### config.mk
export PLATFORM = sky130hd
export DESIGN_NAME = msk_demodulator
export DESIGN_NICKNAME = d
export VERILOG_FILES = /design/src/rtl/msk_demodulator.sv
export SDC_FILE = /design/constraint.sdc
export NUM_CORES = 1
export LEC_CHECK = 0
export ABC_AREA = 1
export BUFFER_PORTS_ARGS = -buffer_cell sky130_fd_sc_hd__buf_2
export CORE_MARGIN = 2
export CORE_UTILIZATION = 50
export DETAILED_ROUTE_END_ITERATION = 7
export PLACE_DENSITY = 0.7
export SLEW_MARGIN = 20
export SYNTH_ARGS = -nofsm -noshare
export SYNTH_HDL_FRONTEND = slang
export SYNTH_SLANG_ARGS = --single-unit
export TNS_END_PERCENT = 30
### constraint.sdc
create_clock -name G_CLK_RX -period 1.7 [get_ports G_CLK_RX]
set_input_delay 0 -clock G_CLK_RX [delete_from_list [all_inputs] [get_ports G_CLK_RX]]
set_output_delay 0 -clock G_CLK_RX [all_outputs]
set_load 0.05 [all_outputs]
### src/rtl/msk_demodulator.sv
// MSK receive demodulator: recovers one byte per frame of offset-binary samples.
// Optional energy squelch with sticky erasure flag: define MSK_DEMOD_SQUELCH_EN.
module msk_demodulator #(
    parameter int SAMPLES_PER_BIT = 32,
    parameter int BITS_PER_BYTE   = 8,
    parameter int MID             = 128,
    parameter int ACC_W           = 14
`ifdef MSK_DEMOD_SQUELCH_EN
    ,
    parameter int SQ_THRESH       = 512
`endif
) (
    input  logic                     G_CLK_RX,
    input  logic                     reset,
    input  logic                     start,
    input  logic                     sample_valid,
    input  logic [7:0]               sample_in,
    output logic [BITS_PER_BYTE-1:0] data_out,
    output logic                     data_valid,
    output logic                     busy,
    output logic                     erasure
);
    localparam int CNT_W = $clog2(SAMPLES_PER_BIT);
    localparam int BIT_W = (BITS_PER_BYTE > 1) ? $clog2(BITS_PER_BYTE) : 1;
    localparam logic [CNT_W-1:0] HALF   = CNT_W'(SAMPLES_PER_BIT / 2);
    localparam logic [CNT_W-1:0] LAST_S = CNT_W'(SAMPLES_PER_BIT - 1);
    localparam logic [BIT_W-1:0] LAST_B = BIT_W'(BITS_PER_BYTE - 1);

    typedef enum logic [1:0] {IDLE, ACQ, DONE} state_t;

    state_t                   state_q, state_d;
    logic signed [ACC_W-1:0]  s1_q, s1_d;
    logic signed [ACC_W-1:0]  s2_q, s2_d;
    logic [CNT_W-1:0]         cnt_q, cnt_d;
    logic [BIT_W-1:0]         bit_q, bit_d;
    logic [BITS_PER_BYTE-1:0] shift_q, shift_d;
    logic [BITS_PER_BYTE-1:0] data_q, data_d;
    logic                     er_q, er_d;

    logic signed [8:0]        diff;
    logic signed [ACC_W-1:0]  d_ext;
    logic signed [ACC_W-1:0]  s2_fin;
    logic                     restart;
    logic                     low_energy;
    logic                     sym_bit;

    assign diff    = 9'(int'({1'b0, sample_in}) - MID);
    assign d_ext   = {{(ACC_W-9){diff[8]}}, diff};
    assign s2_fin  = s2_q + d_ext;
    assign restart = start && sample_valid && (state_q != DONE);

`ifdef MSK_DEMOD_SQUELCH_EN
    localparam logic [ACC_W:0] THR = (ACC_W+1)'(SQ_THRESH);
    logic [ACC_W-1:0] abs1, abs2;
    logic [ACC_W:0]   energy;

    assign abs1       = s1_q[ACC_W-1] ? ACC_W'(-s1_q) : s1_q;
    assign abs2       = s2_fin[ACC_W-1] ? ACC_W'(-s2_fin) : s2_fin;
    assign energy     = {1'b0, abs1} + {1'b0, abs2};
    assign low_energy = energy < THR;
`else
    assign low_energy = 1'b0;
`endif

    // Same sign of both half-sums means a half cycle, i.e. a '1'.
    assign sym_bit = (s1_q[ACC_W-1] == s2_fin[ACC_W-1]) && !low_energy;

    always_comb begin
        state_d = state_q;
        s1_d    = s1_q;
        s2_d    = s2_q;
        cnt_d   = cnt_q;
        bit_d   = bit_q;
        shift_d = shift_q;
        data_d  = data_q;
        er_d    = er_q;
        if (restart) begin
            state_d = ACQ;
            s1_d    = d_ext;
            s2_d    = '0;
            cnt_d   = CNT_W'(1);
            bit_d   = '0;
            shift_d = '0;
            er_d    = 1'b0;
        end else begin
            unique case (state_q)
                IDLE: state_d = IDLE;
                ACQ: begin
                    if (sample_valid) begin
                        if (cnt_q < HALF) begin
                            s1_d  = s1_q + d_ext;
                            cnt_d = cnt_q + CNT_W'(1);
                        end else if (cnt_q != LAST_S) begin
                            s2_d  = s2_fin;
                            cnt_d = cnt_q + CNT_W'(1);
                        end else begin
                            shift_d[bit_q] = sym_bit;
                            er_d  = er_q | low_energy;
                            s1_d  = '0;
                            s2_d  = '0;
                            cnt_d = '0;
                            bit_d = bit_q + BIT_W'(1);
                            if (bit_q == LAST_B) begin
                                state_d = DONE;
                                data_d  = shift_d;
                            end
                        end
                    end
                end
                DONE: state_d = IDLE;
                default: state_d = IDLE;
            endcase
        end
    end

    always_ff @(posedge G_CLK_RX) begin
        if (!reset) begin
            state_q <= IDLE;
            s1_q    <= '0;
            s2_q    <= '0;
            cnt_q   <= '0;
            bit_q   <= '0;
            shift_q <= '0;
            data_q  <= '0;
            er_q    <= 1'b0;
        end else begin
            state_q <= state_d;
            s1_q    <= s1_d;
            s2_q    <= s2_d;
            cnt_q   <= cnt_d;
            bit_q   <= bit_d;
            shift_q <= shift_d;
            data_q  <= data_d;
            er_q    <= er_d;
        end
    end

    assign data_out   = data_q;
    assign data_valid = (state_q == DONE);
    assign busy       = (state_q == ACQ);
    assign erasure    = er_q;

endmodule
==> results of run 1 <==
## registers in the layout (all words and copies together) (netlist names)
register / cells
s1_q: 14
s2_q: 14
data_out: 8
shift_q: 8
cnt_q: 5
bit_q: 3
state_q: 2
## stage by stage
step | setup slack (ps) | util, % | hold WS [ps]
after floorplan | -4.42 | - | 138
after global placement | -76.7 | 61.6 | 317
after detailed placement | -199 | 61.6 | 337
after CTS | -74.8 | 65.7 | 21.4
after global routing | -242 | 69.9 | 64.5
final | -137 | 69.9 | 44.3
## cells in the mapped netlist
cell type	count
sky130_fd_sc_hd__buf_4	2
sky130_fd_sc_hd__a22oi_1	1
sky130_fd_sc_hd__nor2_2	4
sky130_fd_sc_hd__nor2_8	2
sky130_fd_sc_hd__xnor2_4	1
sky130_fd_sc_hd__clkbuf_1	4
sky130_fd_sc_hd__nand3_2	11
sky130_fd_sc_hd__o21ai_0	16
sky130_fd_sc_hd__o22ai_1	1
sky130_fd_sc_hd__o21ai_2	1
sky130_fd_sc_hd__nor2_4	5
sky130_fd_sc_hd__or2_1	1
sky130_fd_sc_hd__a211oi_1	1
sky130_fd_sc_hd__o21ai_1	17
sky130_fd_sc_hd__and2_1	1
sky130_fd_sc_hd__a21oi_2	1
sky130_fd_sc_hd__nor2_1	46
sky130_fd_sc_hd__fa_1	2
sky130_fd_sc_hd__nand2_2	5
sky130_fd_sc_hd__clkinv_1	1
sky130_fd_sc_hd__ha_1	30
sky130_fd_sc_hd__nand3b_1	4
sky130_fd_sc_hd__conb_1	1
sky130_fd_sc_hd__dfxtp_1	54
sky130_fd_sc_hd__inv_1	55
sky130_fd_sc_hd__a221oi_1	1
sky130_fd_sc_hd__buf_2	4
sky130_fd_sc_hd__nand3_4	2
sky130_fd_sc_hd__xor2_1	7
sky130_fd_sc_hd__o21a_1	1
sky130_fd_sc_hd__inv_2	11
sky130_fd_sc_hd__o211ai_1	1
sky130_fd_sc_hd__or2_2	8
sky130_fd_sc_hd__a21o_1	4
sky130_fd_sc_hd__nand2_4	3
sky130_fd_sc_hd__nand3_1	45
sky130_fd_sc_hd__a21oi_1	79
sky130_fd_sc_hd__nand4_1	4
sky130_fd_sc_hd__buf_6	1
sky130_fd_sc_hd__nand2_1	97
sky130_fd_sc_hd__nor3_1	9
sky130_fd_sc_hd__o21bai_1	1
## final timing paths
kind / start / end / slack [ps] / depth (start not counted)
worst max-delay path: s2_q[0] / s2_q[12] / -140 / 11
worst min-delay path: sample_in[3] / s1_q[3] / 40 / 3
worst max register to register: s2_q[0] / s2_q[12] / -140 / 11
worst min register to register: s2_q[6] / s2_q[6] / 490 / 2
## critical path: stages (launching register included)
cell,delay [ps]
sky130_fd_sc_hd__dfxtp_2,350
sky130_fd_sc_hd__ha_4,160
sky130_fd_sc_hd__fa_2,370
sky130_fd_sc_hd__nand3_2,70
sky130_fd_sc_hd__nand2_2,60
sky130_fd_sc_hd__nand2_1,70
sky130_fd_sc_hd__o211ai_1,170
sky130_fd_sc_hd__nand2_1,160
sky130_fd_sc_hd__nand3_1,90
sky130_fd_sc_hd__nand2_1,100
sky130_fd_sc_hd__nand3_2,70
sky130_fd_sc_hd__a21oi_2,120
## power by group
part | switching (W) | internal, W | total [W]
logic | 0.000455 | 0.000340 | 0.000794
clock network | 0.000440 | 0.000442 | 0.000882
registers | 0.0000311 | 0.00130 | 0.00134
## layer usage
metal  share of wire (%)  global-route usage, %
met5                   0                      0
met4                 1.1                   5.05
met3                 4.2                   3.57
met2                  50                   41.1
met1                  45                   30.3
## kinds of logic after synthesis
logic type / Yosys count / share of synthesized area, %
other: 1 / 0.0982
and+or+nand+nor: 247 / 32.9
DFF: 54 / 28.3
buffers and inverters: 78 / 8.19
adders and majority gates: 32 / 10.9
AOI/OAI and AO/OA: 125 / 17.3
xor gates and xnor gates: 8 / 2.33
## final cells by class
type                    count  area, um^2  area share [%]
clock buffers               7        76.3            1.49
repair inverters            1        7.51           0.147
flip-flops and latches     54        1100            21.4
inverters                  67         260            5.08
repair buffers             90         643            12.6
clock inverters             1        30.0           0.586
multi-input cells         413        2880            56.3
well taps                  99         124            2.42
## what timing repair did
action / CTS / global route
pin swaps: 17 / 40
setup endpoints to repair: 34 / 45
gates cloned: 1 / 0
gates resized for setup: 30 / 55
endpoints found under the hold margin: 0 / 0
buffers inserted: 2 / 7
==> results.yml, run 1 <==
global_routing:
  groute.usage.overall_pct: 23.5
  grt_remaining_overflow: 0
  number_of_antenna_violations_at_the_first_check_in_global_routing: 0
  grt_pass1_wl_mm: 16.4
  grt_max_degree: 16
  via_count_of_the_first_global_routing_pass: 3743
sta:
  totalNegativeSetupSlack_ps: -2130
  maxSlewViolCount: 0
  period_share_pct: 108
  unrepaired_setup_endpoints_after_global_routing: "true"
  max_freq_mhz: 544
  finalSetupViolations: 23
  finalHoldViolations: 0
  skew_ps: 3.66
  layout_setup_ws_ps: -137
  timing.final.crit_period_ps: 1840
  relSlewSlack_pct: 64.6
  worst_slew_pin_slew_ps: 527
logic_synthesis:
  synth_area_leaders: "sky130_fd_sc_hd__dfxtp_1 28%, sky130_fd_sc_hd__a21oi_1 10%, sky130_fd_sc_hd__ha_1 9.8%"
  post_synth.cell_area_avg_um2: 7.01
  number_of_warning_messages_in_the_yosys_log: 0
  ys_seq_elements: 54
  yosysTopAreaCell: "sky130_fd_sc_hd__dfxtp_1"
  synthesis.instances: 545
  syn-cell-area_mm2: 0.00382
  share_of_synthesized_area_occupied_by_flip_flops_and_latches_pct: 28.3
  synth_largest_type_area_fraction_pct: 28.3
  mapped_nets: 589
  synth_cell_types: 42
clocking:
  cts_inserted_buffers: 5
  cts_hold_repair.buffers: 0
  ctsRootBufferMaster: "sky130_fd_sc_hd__clkbuf_8"
  tritoncts_clock_tree: "yes"
  clk_latency_ps: 310
  h-tree-depth: 2
  clockBufferDepth: 2
  cts.sink_count: 54
  cts.reportedPaths.clkPinSlew_ps: 100
setup_path:
  timing.setup.critical_path_class: "flop to flop"
  critPathCaptureType: "flop"
  critPathArrivalTime_ps: 2090
  critical_path_required_ps: 1950
  critical_path_peak_fanout: 3
  timing.critical_path.from_type: "flop"
routing:
  detail_route.first_pass.iterations: 5
  drt_iter0_drc: 135
  drc: 0
  route.detailed.vias_per_inst: 5.32
  wirelength_mm: 10.1
  vias: 3892
  detail_routed_net_length_per_standard_cell_um: 13.8
  antenna_violating_nets_post_route: 0
final_layout:
  final_cell_mix: "87 x sky130_fd_sc_hd__nand2_1, 70 x sky130_fd_sc_hd__a21oi_1, 66 x sky130_fd_sc_hd__buf_4, 51 x sky130_fd_sc_hd__inv_1, 43 x sky130_fd_sc_hd__nor2_1"
  n_diodes: 0
  post_route_cells_drive_above_1_share_pct: 36.0
  layoutNonFillerInstCount: 732
  areaGrowthSynthToFinish_pct: 34.2
  mostFrequentLayoutCell: "sky130_fd_sc_hd__nand2_1"
  filler_cell_count: 597
  post_route_design_area_mm2: 0.00512
  nNetsFinal: 676
die:
  fp-row-count: 31
  core_region_area_mm2: 0.00733
  io_pins: 23
  starting_utilization_of_the_core_area_pct: 52.1
  chipHeight_um: 91.4
  die_w_um: 91.4
  fp.dieArea_mm2: 0.00835
placement:
  place_area_mm2: 0.00452
  place_inst: 714
  hpwlAfterDp_mm: 7.01
  numPortBuffers: 21
  place_congestion: 0.944
flow_run:
  number_of_maximum_capacitance_violations: 0
pwr:
  p_total_w: 0.00301
  max-vdd-ir-drop_v: 0.000407
  pwr_density_cell_mw_per_mm2: 588
  leakage_power_nw: 2.27
worst_hold_path:
  timing.hold.worst.class: "input port to flop"
status:
  failing_checks: "setup timing"
  outcome: "finished, violations left"
(Power assumes the default switching activity.)
==> run 2: changes to the inputs <==
- RECOVER_POWER: default -> 50
==> run 2 against run 1 <==
Sequential power about the same. Worst hold slack about the same. Global-route usage unchanged. Wire length increased by 0.21%. Critical path type unchanged. Cell count unchanged. Power about the same. First-iteration DRC count increased by 7.4%. The flow still finishes with violations (setup timing). Clock skew increased by 3.7 ps. Clock-buffer cell count unchanged. Worst setup slack got worse by 4.4 ps. Largest cell class unchanged. Register-to-register slack about the same. Core utilization decreased by 0.17 points.
==> results.yml, run 2 (synthesis gave the netlist of run 1 again) <==
placement:
  hpwlAfterDp_mm: 7.01
  place_congestion: 0.944
  numPortBuffers: 21
setup_path:
  r2r_setup_slack_ps: -140
  cp_delay_by_family_top: "simple AND/OR/NAND/NOR gates"
  regToRegEndpoint: "s2_q[12]"
  critPathArrivalTime_ps: 2090
  timing.setup.critical_path_class: "flop to flop"
  crit-reg2reg-launch: "s2_q[0]"
  path_buf_inv: 0
  critical_path_peak_fanout: 3
  timing.critical_path.from_type: "flop"
  critical_path_required_ps: 1950
  cp_cell_sequence: "ha_4 > fa_2 > nand3_2 > nand2_2 > nand2_1 > o211ai_1 > nand2_1 > nand3_1 > nand2_1 > nand3_2 > a21oi_2"
  worstRegToRegCells: 11
  critical_path.most_common_cell: "sky130_fd_sc_hd__nand2_1"
  worst_path_max_delay_cell: "sky130_fd_sc_hd__fa_2"
  slowest_delay_ps: 370
  critPathCaptureType: "flop"
routing:
  drc: 0
  antenna_violating_nets_post_route: 0
  wirelength_mm: 10.2
  detail_routed_net_length_per_standard_cell_um: 13.9
  vias: 3882
  route.detailed.vias_per_inst: 5.30
  drt_iter0_drc: 145
  detail_route.first_pass.iterations: 4
clocking:
  cts.sink_count: 54
  clk_latency_ps: 320
  cts.reportedPaths.clkPinSlew_ps: 100
  h-tree-depth: 2
  ctsRootBufferMaster: "sky130_fd_sc_hd__clkbuf_8"
  clockBufferDepth: 2
  tritoncts_clock_tree: "yes"
  cts_inserted_buffers: 5
  cts_hold_repair.buffers: 0
sta:
  period_share_pct: 108
  relSlewSlack_pct: 59.5
  finalHoldViolations: 0
  skew_ps: 7.36
  unrepaired_setup_endpoints_after_global_routing: "true"
  max_freq_mhz: 543
  layout_setup_ws_ps: -141
  timing.final.crit_period_ps: 1840
  worst_slew_pin_slew_ps: 610
  finalSetupViolations: 24
  maxSlewViolCount: 0
  totalNegativeSetupSlack_ps: -1990
global_routing:
  grt_pass1_wl_mm: 16.4
  via_count_of_the_first_global_routing_pass: 3743
  grt_remaining_overflow: 0
  number_of_antenna_violations_at_the_first_check_in_global_routing: 0
  groute.usage.overall_pct: 23.5
  grt_max_degree: 16
final_layout:
  top_regs: "s1_q x14, s2_q x14"
  areaGrowthSynthToFinish_pct: 33.8
  mostFrequentLayoutCell: "sky130_fd_sc_hd__nand2_1"
  post_route_cells_drive_above_1_share_pct: 34.4
  final_cell_mix: "87 x sky130_fd_sc_hd__nand2_1, 70 x sky130_fd_sc_hd__a21oi_1, 66 x sky130_fd_sc_hd__buf_4, 51 x sky130_fd_sc_hd__inv_1, 43 x sky130_fd_sc_hd__nor2_1"
  n_diodes: 0
  nNetsFinal: 676
  postLayoutCoreUtil_pct: 69.7
die:
  core_region_area_mm2: 0.00733
  fp.dieArea_mm2: 0.00835
  fp-row-count: 31
  chipHeight_um: 91.4
  io_pins: 23
  starting_utilization_of_the_core_area_pct: 52.1
  die_w_um: 91.4
worst_hold_path:
  timing.hold.worst.start: "sample_in[3]"
  timing.hold.worst_endpoint: "s1_q[3]"
  number_of_cells_on_the_worst_hold_path: 3
  timing.hold.worst.class: "input port to flop"
pwr:
  leakage_power_nw: 2.22
  pwr_density_cell_mw_per_mm2: 590
  max-vdd-ir-drop_v: 0.000409
status:
  failing_checks: "setup timing"
  outcome: "finished, violations left"
flow_run:
  number_of_maximum_capacitance_violations: 0
run 2: cell count changes in the layout (fill, tap and decap cells not counted), sizes merged:
cell | previous run | this run
clkbuf | 7 | 17
buf | 90 | 80
run 2: worst max path at each step:
stage | from | endpoint | slack [ps] | depth (start not counted)
after detailed placement | sample_in[7] | data_out[3] | -200 | 15
final | s2_q[0] | s2_q[12] | -140 | 11
after global routing | s2_q[0] | s2_q[12] | -240 | 11
after floorplan | s2_q[7] | data_out[1] | -4 | 13
after CTS | s2_q[0] | s2_q[10] | -70 | 11
after global placement | sample_in[7] | data_out[3] | -80 | 15
run 2: what timing repair did:
item,4_1_cts,5_1_grt
endpoints found under the setup margin,34,45
resized for setup,30,55
endpoints found under the hold margin,0,0
setup buffers,2,7
pin swaps,17,40
gates cloned,1,0
run 2: stage by stage:
step	total power, W	hold WS, ps	instance area [um^2]	setup slack [ps]	std cells
after global placement	0.00203	317	4520	-76.7	714
after global routing	0.00316	64.5	5110	-242	732
after floorplan	0.00181	138	3890	-4.42	545
after detailed placement	0.00205	337	4520	-199	714
after CTS	0.00295	21.4	4820	-74.8	725
final	0.00302	44.5	5110	-141	732
run 2: final cells by class:
type,instances,area [um^2]
Multi-Input combinational cell,413,2880
Fill cell,599,2220
Sequential cell,54,1100
Timing Repair Buffer,90,631
Inverter,67,260
Tap cell,99,124
Clock buffer,7,76.3
Clock inverter,1,30.0
Timing Repair inverter,1,7.51
run 2: tightest hold or removal path, stage by stage:
cell and delay [ps]:
sky130_fd_sc_hd__buf_2 140, sky130_fd_sc_hd__a21oi_1 70, sky130_fd_sc_hd__a21oi_1 110
run 2: power breakdown:
part	internal, W	switching, W
Clock	0.000442	0.000442
Sequential	0.00130	0.0000312
Combinational	0.000339	0.000456
Total	0.00209	0.000929
run 2: metal layers:
metal  up-vias  part of all wire (%)  track usage (%)
li1       1990                     -                -
met5         -                     0                0
met4         0                  0.95             5.05
met3        13                   4.4             3.57
met1      1789                    45             30.3
met2        90                    50             41.1
